File: config.mk
export PLATFORM = sky130hd
export DESIGN_NAME = pipe_stage_buf
export DESIGN_NICKNAME = d
export VERILOG_FILES = /design/src/rtl/pipe_pkg.sv /design/src/rtl/pipe_ring_mem.sv /design/src/rtl/pipe_stage_buf.sv
export SDC_FILE = /design/constraint.sdc
export NUM_CORES = 1
export LEC_CHECK = 0
export CORE_MARGIN = 2
export CORE_UTILIZATION = 50
export CTS_CLUSTER_SIZE = 25
export DETAILED_ROUTE_END_ITERATION = 10
export PLACE_DENSITY = 0.81
export SLEW_MARGIN = 20
export SYNTH_ARGS = -nofsm -noshare
export SYNTH_HDL_FRONTEND = slang
export SYNTH_SLANG_ARGS = --single-unit
File: constraint.sdc
create_clock -name clk_i -period 6.7 [get_ports clk_i]
set_clock_uncertainty 0.15 [all_clocks]
set_input_delay 1.34 -clock clk_i [delete_from_list [all_inputs] [get_ports clk_i]]
set_output_delay 1.34 -clock clk_i [all_outputs]
set_load 0.02 [all_outputs]
File: src/rtl/pipe_pkg.sv
// Shared pipeline-stage definitions. These are the payload bundle, its default
// width, and a constant log2 helper for sizing pointers.
package pipe_pkg;

    function automatic int clog2(input int value);
        int result;
        result = 0;
        for (int v = value - 1; v > 0; v = v >> 1) begin
            result = result + 1;
        end
        return result;
    endfunction

    typedef struct packed {
        logic [31:0] pc;
        logic [31:0] inst;
        logic [7:0]  ctrl;
    } pipe_payload_t;

    localparam int PIPE_WIDTH = $bits(pipe_payload_t);

endpackage

File: src/rtl/pipe_ring_mem.sv
// DEPTH x WIDTH register array for the stage buffer.
// It has one write port and one asynchronous read port.
module pipe_ring_mem
    import pipe_pkg::*;
#(
    parameter  int WIDTH  = 32,
    parameter  int DEPTH  = 2,
    localparam int ADDR_W = clog2(DEPTH)
) (
    input  logic              clk_i,
    input  logic              wr_en_i,
    input  logic [ADDR_W-1:0] wr_addr_i,
    input  logic [WIDTH-1:0]  wr_data_i,
    input  logic [ADDR_W-1:0] rd_addr_i,
    output logic [WIDTH-1:0]  rd_data_o
);

    logic [WIDTH-1:0] mem_q [DEPTH];

    // NOTE: storage has no reset. Occupancy lives in the pointer/count logic,
    // so a stale entry is never observable and the array stays plain flops.
    always_ff @(posedge clk_i) begin
        if (wr_en_i) begin
            mem_q[wr_addr_i] <= wr_data_i;
        end
    end

    assign rd_data_o = mem_q[rd_addr_i];

endmodule

File: src/rtl/pipe_stage_buf.sv
// Elastic pipeline register built on a DEPTH-entry ring. It has a valid/ready handshake,
// a synchronous flush for redirects, and a saturating count of flushed entries.
module pipe_stage_buf
    import pipe_pkg::*;
#(
    parameter  int WIDTH  = 32,
    parameter  int DEPTH  = 2,
    parameter  int CNT_W  = 16,
    localparam int PTR_W  = clog2(DEPTH),
    localparam int OCC_W  = PTR_W + 1
) (
    input  logic             clk_i,
    input  logic             rst_i,
    input  logic             in_valid_i,
    input  logic [WIDTH-1:0] in_data_i,
    output logic             in_ready_o,
    output logic             out_valid_o,
    output logic [WIDTH-1:0] out_data_o,
    input  logic             out_ready_i,
    input  logic             flush_i,
    output logic [OCC_W-1:0] count_o,
    output logic [CNT_W-1:0] discard_cnt_o
);

    localparam int               SUM_W   = ((CNT_W > OCC_W) ? CNT_W : OCC_W) + 1;
    localparam logic [CNT_W-1:0] CNT_MAX = '1;
    localparam logic [OCC_W-1:0] OCC_FULL = OCC_W'(DEPTH);

    if ((DEPTH < 2) || ((DEPTH & (DEPTH - 1)) != 0)) begin : g_bad_depth
        $error("pipe_stage_buf: DEPTH must be a power of two and at least 2");
    end

    logic [PTR_W-1:0] wr_ptr_q, wr_ptr_d;
    logic [PTR_W-1:0] rd_ptr_q, rd_ptr_d;
    logic [OCC_W-1:0] count_q, count_d;
    logic [CNT_W-1:0] discard_cnt_q, discard_cnt_d;

    logic             push;
    logic             pop;
    logic [OCC_W-1:0] kill;
    logic [SUM_W-1:0] sat_sum;
    logic [WIDTH-1:0] rd_data;

    assign in_ready_o  = (count_q != OCC_FULL);
    assign out_valid_o = (count_q != '0);
    assign out_data_o  = out_valid_o ? rd_data : '0;
    assign count_o       = count_q;
    assign discard_cnt_o = discard_cnt_q;

    assign push = in_valid_i & in_ready_o;
    assign pop  = out_valid_o & out_ready_i;

    // An entry popped in the flush cycle was delivered, so it is not a discard.
    assign kill    = count_q - OCC_W'(pop);
    assign sat_sum = SUM_W'(discard_cnt_q) + SUM_W'(kill);

    // NOTE: every comb output gets a default first so no path can infer a latch.
    always_comb begin
        wr_ptr_d      = wr_ptr_q;
        rd_ptr_d      = rd_ptr_q;
        count_d       = count_q;
        discard_cnt_d = discard_cnt_q;
        if (flush_i) begin
            wr_ptr_d      = '0;
            rd_ptr_d      = '0;
            count_d       = '0;
            discard_cnt_d = (sat_sum > SUM_W'(CNT_MAX)) ? CNT_MAX : sat_sum[CNT_W-1:0];
        end else begin
            if (push) begin
                wr_ptr_d = wr_ptr_q + PTR_W'(1);
            end
            if (pop) begin
                rd_ptr_d = rd_ptr_q + PTR_W'(1);
            end
            count_d = count_q + OCC_W'(push) - OCC_W'(pop);
        end
    end

    // NOTE: state flops use non-blocking assignments so every flop samples
    // pre-edge values regardless of process ordering.
    always_ff @(posedge clk_i or negedge rst_i) begin
        if (!rst_i) begin
            wr_ptr_q      <= '0;
            rd_ptr_q      <= '0;
            count_q       <= '0;
            discard_cnt_q <= '0;
        end else begin
            wr_ptr_q      <= wr_ptr_d;
            rd_ptr_q      <= rd_ptr_d;
            count_q       <= count_d;
            discard_cnt_q <= discard_cnt_d;
        end
    end

    pipe_ring_mem #(
        .WIDTH (WIDTH),
        .DEPTH (DEPTH)
    ) u_mem (
        .clk_i     (clk_i),
        .wr_en_i   (push & ~flush_i),
        .wr_addr_i (wr_ptr_q),
        .wr_data_i (in_data_i),
        .rd_addr_i (rd_ptr_q),
        .rd_data_o (rd_data)
    );

    a_count_bound : assert property (@(posedge clk_i) disable iff (!rst_i)
        count_q <= OCC_FULL);
    a_valid_occ : assert property (@(posedge clk_i) disable iff (!rst_i)
        out_valid_o |-> (count_q != '0));
    a_no_push_full : assert property (@(posedge clk_i) disable iff (!rst_i)
        (count_q == OCC_FULL) |-> !push);

endmodule

---- Word level (Yosys, flattened, before mapping) ----
Memory sizes are Yosys's and may differ from the RTL's.
Cells that the tools add are included.
W data, S select, Z words.
word-level totals
  output and inout bits ................... 52
  bits of input ports ..................... 37
  logic and storage cells ................. 29
  memories kept ........................... 1
  bits in registers ....................... 20
  memory bits (writable) .................. 64
operators by class
  $lt $le $gt $ge ......................... 1
  add/sub/neg operators ................... 6
  mux-type cells .......................... 9
  reduce and logical (&&, ||, !) cells .... 3
  eq/ne operators ......................... 1
  bitwise logic cells ..................... 4
memories
  name         words  bits a word  read ports  clocked after Yosys merged registers in  write ports  line                 RTL
  u_mem.mem_q  2      32           1           0                                        1            pipe_ring_mem.sv:18  logic [WIDTH-1:0] mem_q [DEPTH];
operators by type and width
  cell                    number
  $mux W32                1
  $add A16 B2 Y17         1
  $gt A17 B16 Y1 const B  1
  $mux W16                1
  $mux W1                 6
  $reduce_bool A2 Y1      3
  $sub A2 B1 Y2           2
  $and A1 B1 Y1           3
  $add A1 B1 Y1 const B   2
  $add A2 B1 Y2           1
  $mux W2                 1
  $ne A2 B2 Y1 const B    1
  $not A1 Y1              1

---- Depth between registers and ports, before layout ----
Gate-level depths: netlist (run 1).
  depth after elaboration ................. 6
  gate-level depth with buffers ........... 13
  mapped depth without buffers ............ 12

---- Cells and area by module ----
From an unflattened synthesis (run 1), not the netlist that was laid out.
unflattened totals
  cells, all modules ...................... 251
  area total of the unflattened synthesis .. 3848.7 sq um
by module, submodules not included
  module          times used  seq. area each (sq um)  cells an instance  area each (sq um)
  pipe_ring_mem   1           1921.8                  102                2478.6
  pipe_stage_buf  1           500.5                   149                1370.1

---- Least setup slack after synthesis (run 1) ----
Ideal clock, no wire load.
  kind .................................... input-to-reg
  from .................................... input port flush_i
  to ...................................... memory u_mem.mem_q[1][0], enable pin
  path buffers ............................ 1
  cell stages on the path ................. 2
  path slack .............................. 2.122 ns
  required time ........................... 6.082 ns
  arrival time ............................ 3.960 ns
  library setup time ...................... 0.468 ns
  path through ............................ clkbuf_1 nor3b_1
between the ends
  longest elaborated chain between the ends .. 4
RTL lines
  item                           line                   RTL
  start: declaration             pipe_stage_buf.sv:20   input logic flush_i,
  $not A1 Y1                     pipe_stage_buf.sv:100  .wr_en_i (push & ~flush_i),
  $and A1 B1 Y1                  pipe_stage_buf.sv:100
  $mux W1                        pipe_ring_mem.sv:23    if (wr_en_i) begin
  $mux W1 (implied by the code)  pipe_ring_mem.sv:24    mem_q[wr_addr_i] <= wr_data_i;
  end: declaration               pipe_ring_mem.sv:18
Every way passes these cells.

---- Worst setup path after layout (run 1) ----
  from .................................... input port out_ready_i
  to ...................................... register discard_cnt_q[14], in the netlist discard_cnt_o[14]
between the ends
  longest elaborated chain between the ends .. 5
RTL lines
  item                    line                  RTL
  start: declaration      pipe_stage_buf.sv:19  input logic out_ready_i,
  $and A1 B1 Y1 (*)       pipe_stage_buf.sv:51  assign pop = out_valid_o & out_ready_i;
  $sub A2 B1 Y2 (*)       pipe_stage_buf.sv:54  assign kill = count_q - OCC_W'(pop);
  $add A16 B2 Y17 (*)     pipe_stage_buf.sv:55  assign sat_sum = SUM_W'(discard_cnt_q) + SUM_W'(kill);
  $gt A17 B16 Y1          pipe_stage_buf.sv:67  discard_cnt_d = (sat_sum > SUM_W'(CNT_MAX)) ? CNT_MAX : sat_sum[CNT_W-1:0];
  $mux W16 (*)            pipe_stage_buf.sv:67
  end signal: assignment  pipe_stage_buf.sv:91  discard_cnt_q <= discard_cnt_d;
  end: declaration        pipe_stage_buf.sv:36  logic [CNT_W-1:0] discard_cnt_q, discard_cnt_d;
Every way passes the cells marked *; elsewhere a longest branch is shown, timed or not.
A chain may end at the register's enable or synchronous reset.

==> flow_summary_export.csv, run 1 <==
group,metric,value,unit
timing,relSlewSlack,0.357,
final_layout,final_cell_area,4740,um2
timing,setup_viol,0,
die,fp.dieW,88.3,um
synthesis,yosysSeqAreaShare,0.682,
timing,hold_slack,0.375,ns
final_layout,seqCellArea,2420,um2
synthesis,synth_area,3550,um2
clock_network,cts_setup_buffers,0,
final_layout,syn2layout_area_growth,33.3,%
setup_path,path_class,"input pin to flop",
clock_network,cts_hold_buffers,0,
final_layout,final_util,0.693,
clock_network,cts_resized,0,
setup_path,cp_slowest_cell,"clkdlybuf4s50_1",
final_layout,diodes,0,
synthesis,synth_area_per_cell,14.0,um2
clock_network,root_buffer,"clkbuf_8",
route,route.detailed.drc,0,
die,rows,30,
final_layout,drive_above_1_share,0.0909,
clock_network,numCtsBuffers,9,
setup_path,crit_buf_inv,2,
global_routing,antenna_found_initial,0,
synthesis,async_flop_share,0.238,
synthesis,yosysTopAreaCell,"edfxtp_1",
timing,slew_violations,0,
timing,hold_viol,0,
placement,post-place-cells,432,
timing,setup_tns,0,ns
clock_network,path_clk_slew,0.09,ns
final_layout,fill_cells,499,
setup_path,required,6.79,ns
placement,dp_hpwl,4.80,mm
timing,clock.fmax,257,MHz
setup_path,crit_path_end_kind,"flop",
die,dieArea,7800,um2
clock_network,clock_latency,0.35,ns
final_layout,multiInputGateArea,1060,um2
synthesis,synthTopCellsByArea,"edfxtp_1 (54%), dfrtp_1 (14%), mux2i_1 (9.0%)",
timing,rsz0062_at_grt,"no",
power_and_ir_drop,power_density,375,nW/um2
setup_path,worstPathCellList,"clkdlybuf4s50_1 -> and2_1 -> ha_1 -> xor2_1 -> inv_1 -> fa_1 -> nand4b_2 -> nor4_4 -> nand2_2 -> mux2_4",
synthesis,synth_cells,254,
global_routing,grt_max_degree,34,
route,final_antenna_net_count,0,
setup_path,crit_fanout,5,
die,initial_core_util,0.520,
route,wl,7.03,mm
power_and_ir_drop,irDropWorstVdd,0.000170,V
global_routing,grt_pass1_vias,2261,
clock_network,clockBufferDepth,2,
die,ios,89,
flow_run,drv_cap,0,
final_layout,final_cells,448,
route,first_iter_violations,109,
timing,period_minus_slack,3.89,ns
global_routing,grt_usage,0.182,
run_status,status,"finished clean",
synthesis,synth_cell_type_count,39,
route,vias,2298,
power_and_ir_drop,total_power,1.78,mW
clock_network,htreeDepth,3,
final_layout,nets,390,
synthesis,ys_warn_count,0,
setup_path,cp.arrival,3.98,ns
setup_path,cp-start-kind,"input pin",
synthesis,ys_ff_latch,84,
global_routing,grt_overflow,0,
die,core_area,6830,um2
synthesis,synth_top_flop_cell,"edfxtp_1",
placement,routabilityCongestion,0.823,
route,wl_per_cell,15.7,um
die,die_y,88.3,um
route,first_pass_iters,4,
global_routing,grt_pass1_wl,10.6,mm
placement,placed_cell_area,4550,um2
timing,final.setup.worst_slack,2.81,ns
power_and_ir_drop,leakage,1.73,nW
clock_network,cts_tree,"done",
placement,io_buffers,88,
timing,tightest_slew,0.965,ns
placement,pre_cts_slack,2.45,ns
setup_path,max_stage_delay,0.45,ns
synthesis,synth_edf_count,64,
synthesis,yosys.area.top_type_share,0.541,
clock_network,clock_sinks,84,
route,via_per_inst,5.13,
timing,period_share,0.580,
worst_hold_path,min_path_type,"flop to flop",
setup_path,cp_top_family,"simple AND/OR/NAND/NOR gates",
synthesis,synth_fp_nets,297,
==> metal layers <==
metal	wire length (um)	GRT usage	vias up
li1	-	-	1100
met2	3530	0.299	73
met5	0	0	-
met3	453	0.0410	11
met1	2910	0.227	1114
met4	138	0.0909	0
==> flip-flops by register name, indices dropped and copies added, names as in the netlist <==
register	flops
wr_ptr_q	1
count_o	2
u_mem.mem_q	64
rd_ptr_q	1
discard_cnt_o	16
==> layout make-up <==
cell class                      count  area share
Clock inverter                      7      0.0127
Sequential cell                    84       0.512
Clock buffer                        9      0.0262
Multi-Input combinational cell    150       0.225
Tap cell                           96      0.0254
Inverter                           11     0.00872
Timing Repair Buffer               91       0.191
==> final timing paths <==
path,from,end,slack (ns),depth (start not counted)
worst min register to register,discard_cnt_o[12]$_DFFE_PN0P_,discard_cnt_o[12]$_DFFE_PN0P_,0.37,1
min in group asynchronous,rst_i,discard_cnt_o[6]$_DFFE_PN0P_,1.34,1
worst max-delay path,out_ready_i,discard_cnt_o[14]$_DFFE_PN0P_,2.81,10
worst max register to register,count_o[1]$_DFF_PN0_,discard_cnt_o[14]$_DFFE_PN0P_,2.87,13
max in group asynchronous,rst_i,rd_ptr_q$_DFFE_PN0P_,4.45,1
worst min-delay path,discard_cnt_o[12]$_DFFE_PN0P_,discard_cnt_o[12]$_DFFE_PN0P_,0.37,1
==> cell usage in the layout, fill, tap and decap left out, types with 2 or more instances in the layout <==
cell / count
a21oi_1: 12
a31oi_1: 5
and2_1: 5
and3_1: 2
buf_4: 3
clkbuf_8: 9
clkdlybuf4s50_1: 88
clkinvlp_4: 2
dfrtp_1: 19
edfxtp_1: 64
ha_1: 5
inv_1: 11
inv_8: 2
mux2i_1: 32
nand2_1: 7
nand2b_1: 2
nand3_1: 4
nand4_1: 2
nor2_1: 42
o21ai_1: 2
xnor2_1: 3
xor2_1: 4
==> synthesized netlist by cell type (2+ instances only) <==
library cell  count
mux2i_1          32
xor2_1            4
xnor2_1           3
o21ai_1           2
edfxtp_1         64
nor2_1           43
nor3_1            2
nand2b_1          2
and3_1            2
nand2_1           7
a31oi_1           5
nor3b_1           2
nand4_1           2
nand3_1           4
clkbuf_1          5
a21oi_1          12
inv_1            11
ha_1              5
dfrtp_1          20
buf_2             4
and2_1            5
==> kinds of logic (layout without fill, tap and decap cells) <==
group | Yosys count | count (layout) | share of synthesized area
compound gates | 21 | 21 | 0.0331
buf+inv | 20 | 118 | 0.0225
mux | 34 | 34 | 0.0975
simple gates | 82 | 82 | 0.125
xor+xnor | 7 | 7 | 0.0173
flops | 84 | 84 | 0.682
fa+ha+maj | 6 | 6 | 0.0232
==> power breakdown <==
part	total (mW)	switching (mW)	internal, mW
Combinational	0.731	0.386	0.346
Sequential	0.715	0.0859	0.629
Clock	0.332	0.191	0.141
Total	1.78	0.662	1.12
==> worst register-to-register path, stage by stage, from the launching register on <==
cell	delay, ns
dfrtp_1	0.47
nor2_2	0.43
buf_4	0.37
inv_1	0.11
and2_1	0.22
ha_1	0.28
inv_1	0.06
ha_1	0.15
inv_1	0.05
fa_1	0.41
nand4b_2	0.31
nor4_4	0.29
nand2_2	0.12
mux2_4	0.30
Note: power is estimated with default switching activity, not from simulation.
==> run 2, diff against run 1 <==
- CORE_UTILIZATION: 50 -> 49
- PLACE_DENSITY: 0.81 -> 0.8
- clock period: 6.7 -> 3.84 ns (I/O delays scaled with it)
==> flow_summary_export.csv, run 2 (same netlist as run 1, synthesis figures left out) <==
group,metric,value,unit
die,core_area,7140,um2
placement,io_buffers,88,
die,ios,89,
global_routing,grt_pass1_wl,10.7,mm
power_and_ir_drop,total_power,3.16,mW
route,via_per_inst,5.15,
timing,relSlewSlack,0.367,
die,rows,31,
global_routing,grt_overflow,0,
timing,setup_viol,0,
die,dieArea,7950,um2
global_routing,grt_usage,0.180,
placement,post-place-cells,439,
flow_run,drv_cap,0,
setup_path,r2r_slack,0.69,ns
final_layout,nets,394,
route,wl,7.15,mm
route,final_antenna_net_count,0,
final_layout,multiInputGateArea,1070,um2
clock_network,root_buffer,"clkbuf_8",
route,route.detailed.drc,0,
timing,hold_viol,0,
global_routing,grt_pass1_vias,2213,
route,first_pass_iters,4,
final_layout,mostFrequentLayoutCell,"clkdlybuf4s50_1",
final_layout,syn2layout_area_growth,35.1,%
worst_hold_path,min-delay-start,"discard_cnt_o[12]$_DFFE_PN0P_",
power_and_ir_drop,irDropWorstVdd,0.000314,V
die,die_y,89.2,um
global_routing,grt_max_degree,33,
die,fp.dieW,89.2,um
final_layout,layout_common_cells,"clkdlybuf4s50_1 (88), edfxtp_1 (64), nor2_1 (42)",
final_layout,regMostFlops,"u_mem.mem_q",
clock_network,clock_sinks,84,
run_status,status,"finished clean",
final_layout,seqCellArea,2420,um2
clock_network,cts_hold_buffers,0,
clock_network,clock_latency,0.35,ns
route,first_iter_violations,111,
clock_network,clockBufferDepth,2,
worst_hold_path,min_path_type,"flop to flop",
timing,slew_violations,0,
timing,setup_tns,0,ns
setup_path,cp-start-kind,"input pin",
timing,period_share,0.864,
placement,routabilityCongestion,0.891,
clock_network,cts_setup_buffers,0,
route,wl_per_cell,15.7,um
final_layout,diodes,0,
clock_network,htreeDepth,3,
timing,tightest_slew,0.947,ns
final_layout,final_util,0.673,
setup_path,path_class,"input pin to flop",
timing,clock.fmax,301,MHz
power_and_ir_drop,leakage,1.77,nW
timing,rsz0062_at_grt,"no",
setup_path,cp-startpoint,"out_ready_i",
final_layout,largest_register_ffs,64,
route,vias,2344,
clock_network,cts_tree,"done",
placement,dp_hpwl,4.88,mm
clock_network,path_clk_slew,0.08,ns
die,initial_core_util,0.498,
clock_network,numCtsBuffers,9,
setup_path,r2r_start,"count_o[1]$_DFF_PN0_",
setup_path,crit_path_end_kind,"flop",
setup_path,cp.arrival,3.40,ns
setup_path,required,3.92,ns
timing,period_minus_slack,3.32,ns
final_layout,fill_cells,540,
global_routing,antenna_found_initial,0,
final_layout,final_cell_area,4800,um2
clock_network,cts_resized,0,
final_layout,final_cells,455,
setup_path,crit_fanout,5,
power_and_ir_drop,power_density,658,nW/um2
final_layout,drive_above_1_share,0.0983,
placement,placed_cell_area,4600,um2
==> run 2: final cells by class <==
type                       count  area share
clock inverter                 7      0.0154
multi-input combinational    150       0.223
clock buffer                   9      0.0258
inverter                      11     0.00860
timing repair buffer          95       0.197
tap                           99      0.0258
sequential                    84       0.505
==> run 2: path summary, 6_finish.rpt <==
path / end / cells past startpoint
worst max-delay path: discard_cnt_o[14]$_DFFE_PN0P_ / 11
worst min-delay path: discard_cnt_o[12]$_DFFE_PN0P_ / 1
worst max register to register: discard_cnt_o[14]$_DFFE_PN0P_ / 12
worst min register to register: discard_cnt_o[12]$_DFFE_PN0P_ / 1
max in group asynchronous: rd_ptr_q$_DFFE_PN0P_ / 1
min in group asynchronous: discard_cnt_o[10]$_DFFE_PN0P_ / 1
==> run 2: critical path, stage by stage <==
cell	delay, ns
clkdlybuf4s50_1	0.45
and2_1	0.18
ha_1	0.25
inv_1	0.06
ha_1	0.16
inv_1	0.06
fa_1	0.43
nand4b_2	0.30
nor4_4	0.30
nand2_2	0.13
mux2_4	0.31
==> run 2: power breakdown <==
group	leakage [nW]	total [mW]	internal (mW)	switching, mW
clock	0.102	0.625	0.304	0.321
combinational	0.821	1.30	0.614	0.688
sequential	0.843	1.23	1.10	0.133
total	1.77	3.16	2.02	1.14
==> run 2: per-stage QoR <==
stage          worst slack, ns  hold slack, ns
6_report                 0.521           0.373
5_1_grt                  0.345           0.412
4_1_cts                  0.550           0.383
3_5_place_dp             0.173           0.372
3_3_place_gp             0.266           0.352
2_1_floorplan         -0.00887           0.322
==> run 2: metal layers <==
layer	global-route usage	part of all wire	routed length, um
met1	0.245	0.46	3290
met2	0.286	0.47	3370
met3	0.0379	0.056	398
met4	0.0692	0.013	91
met5	0	0	0
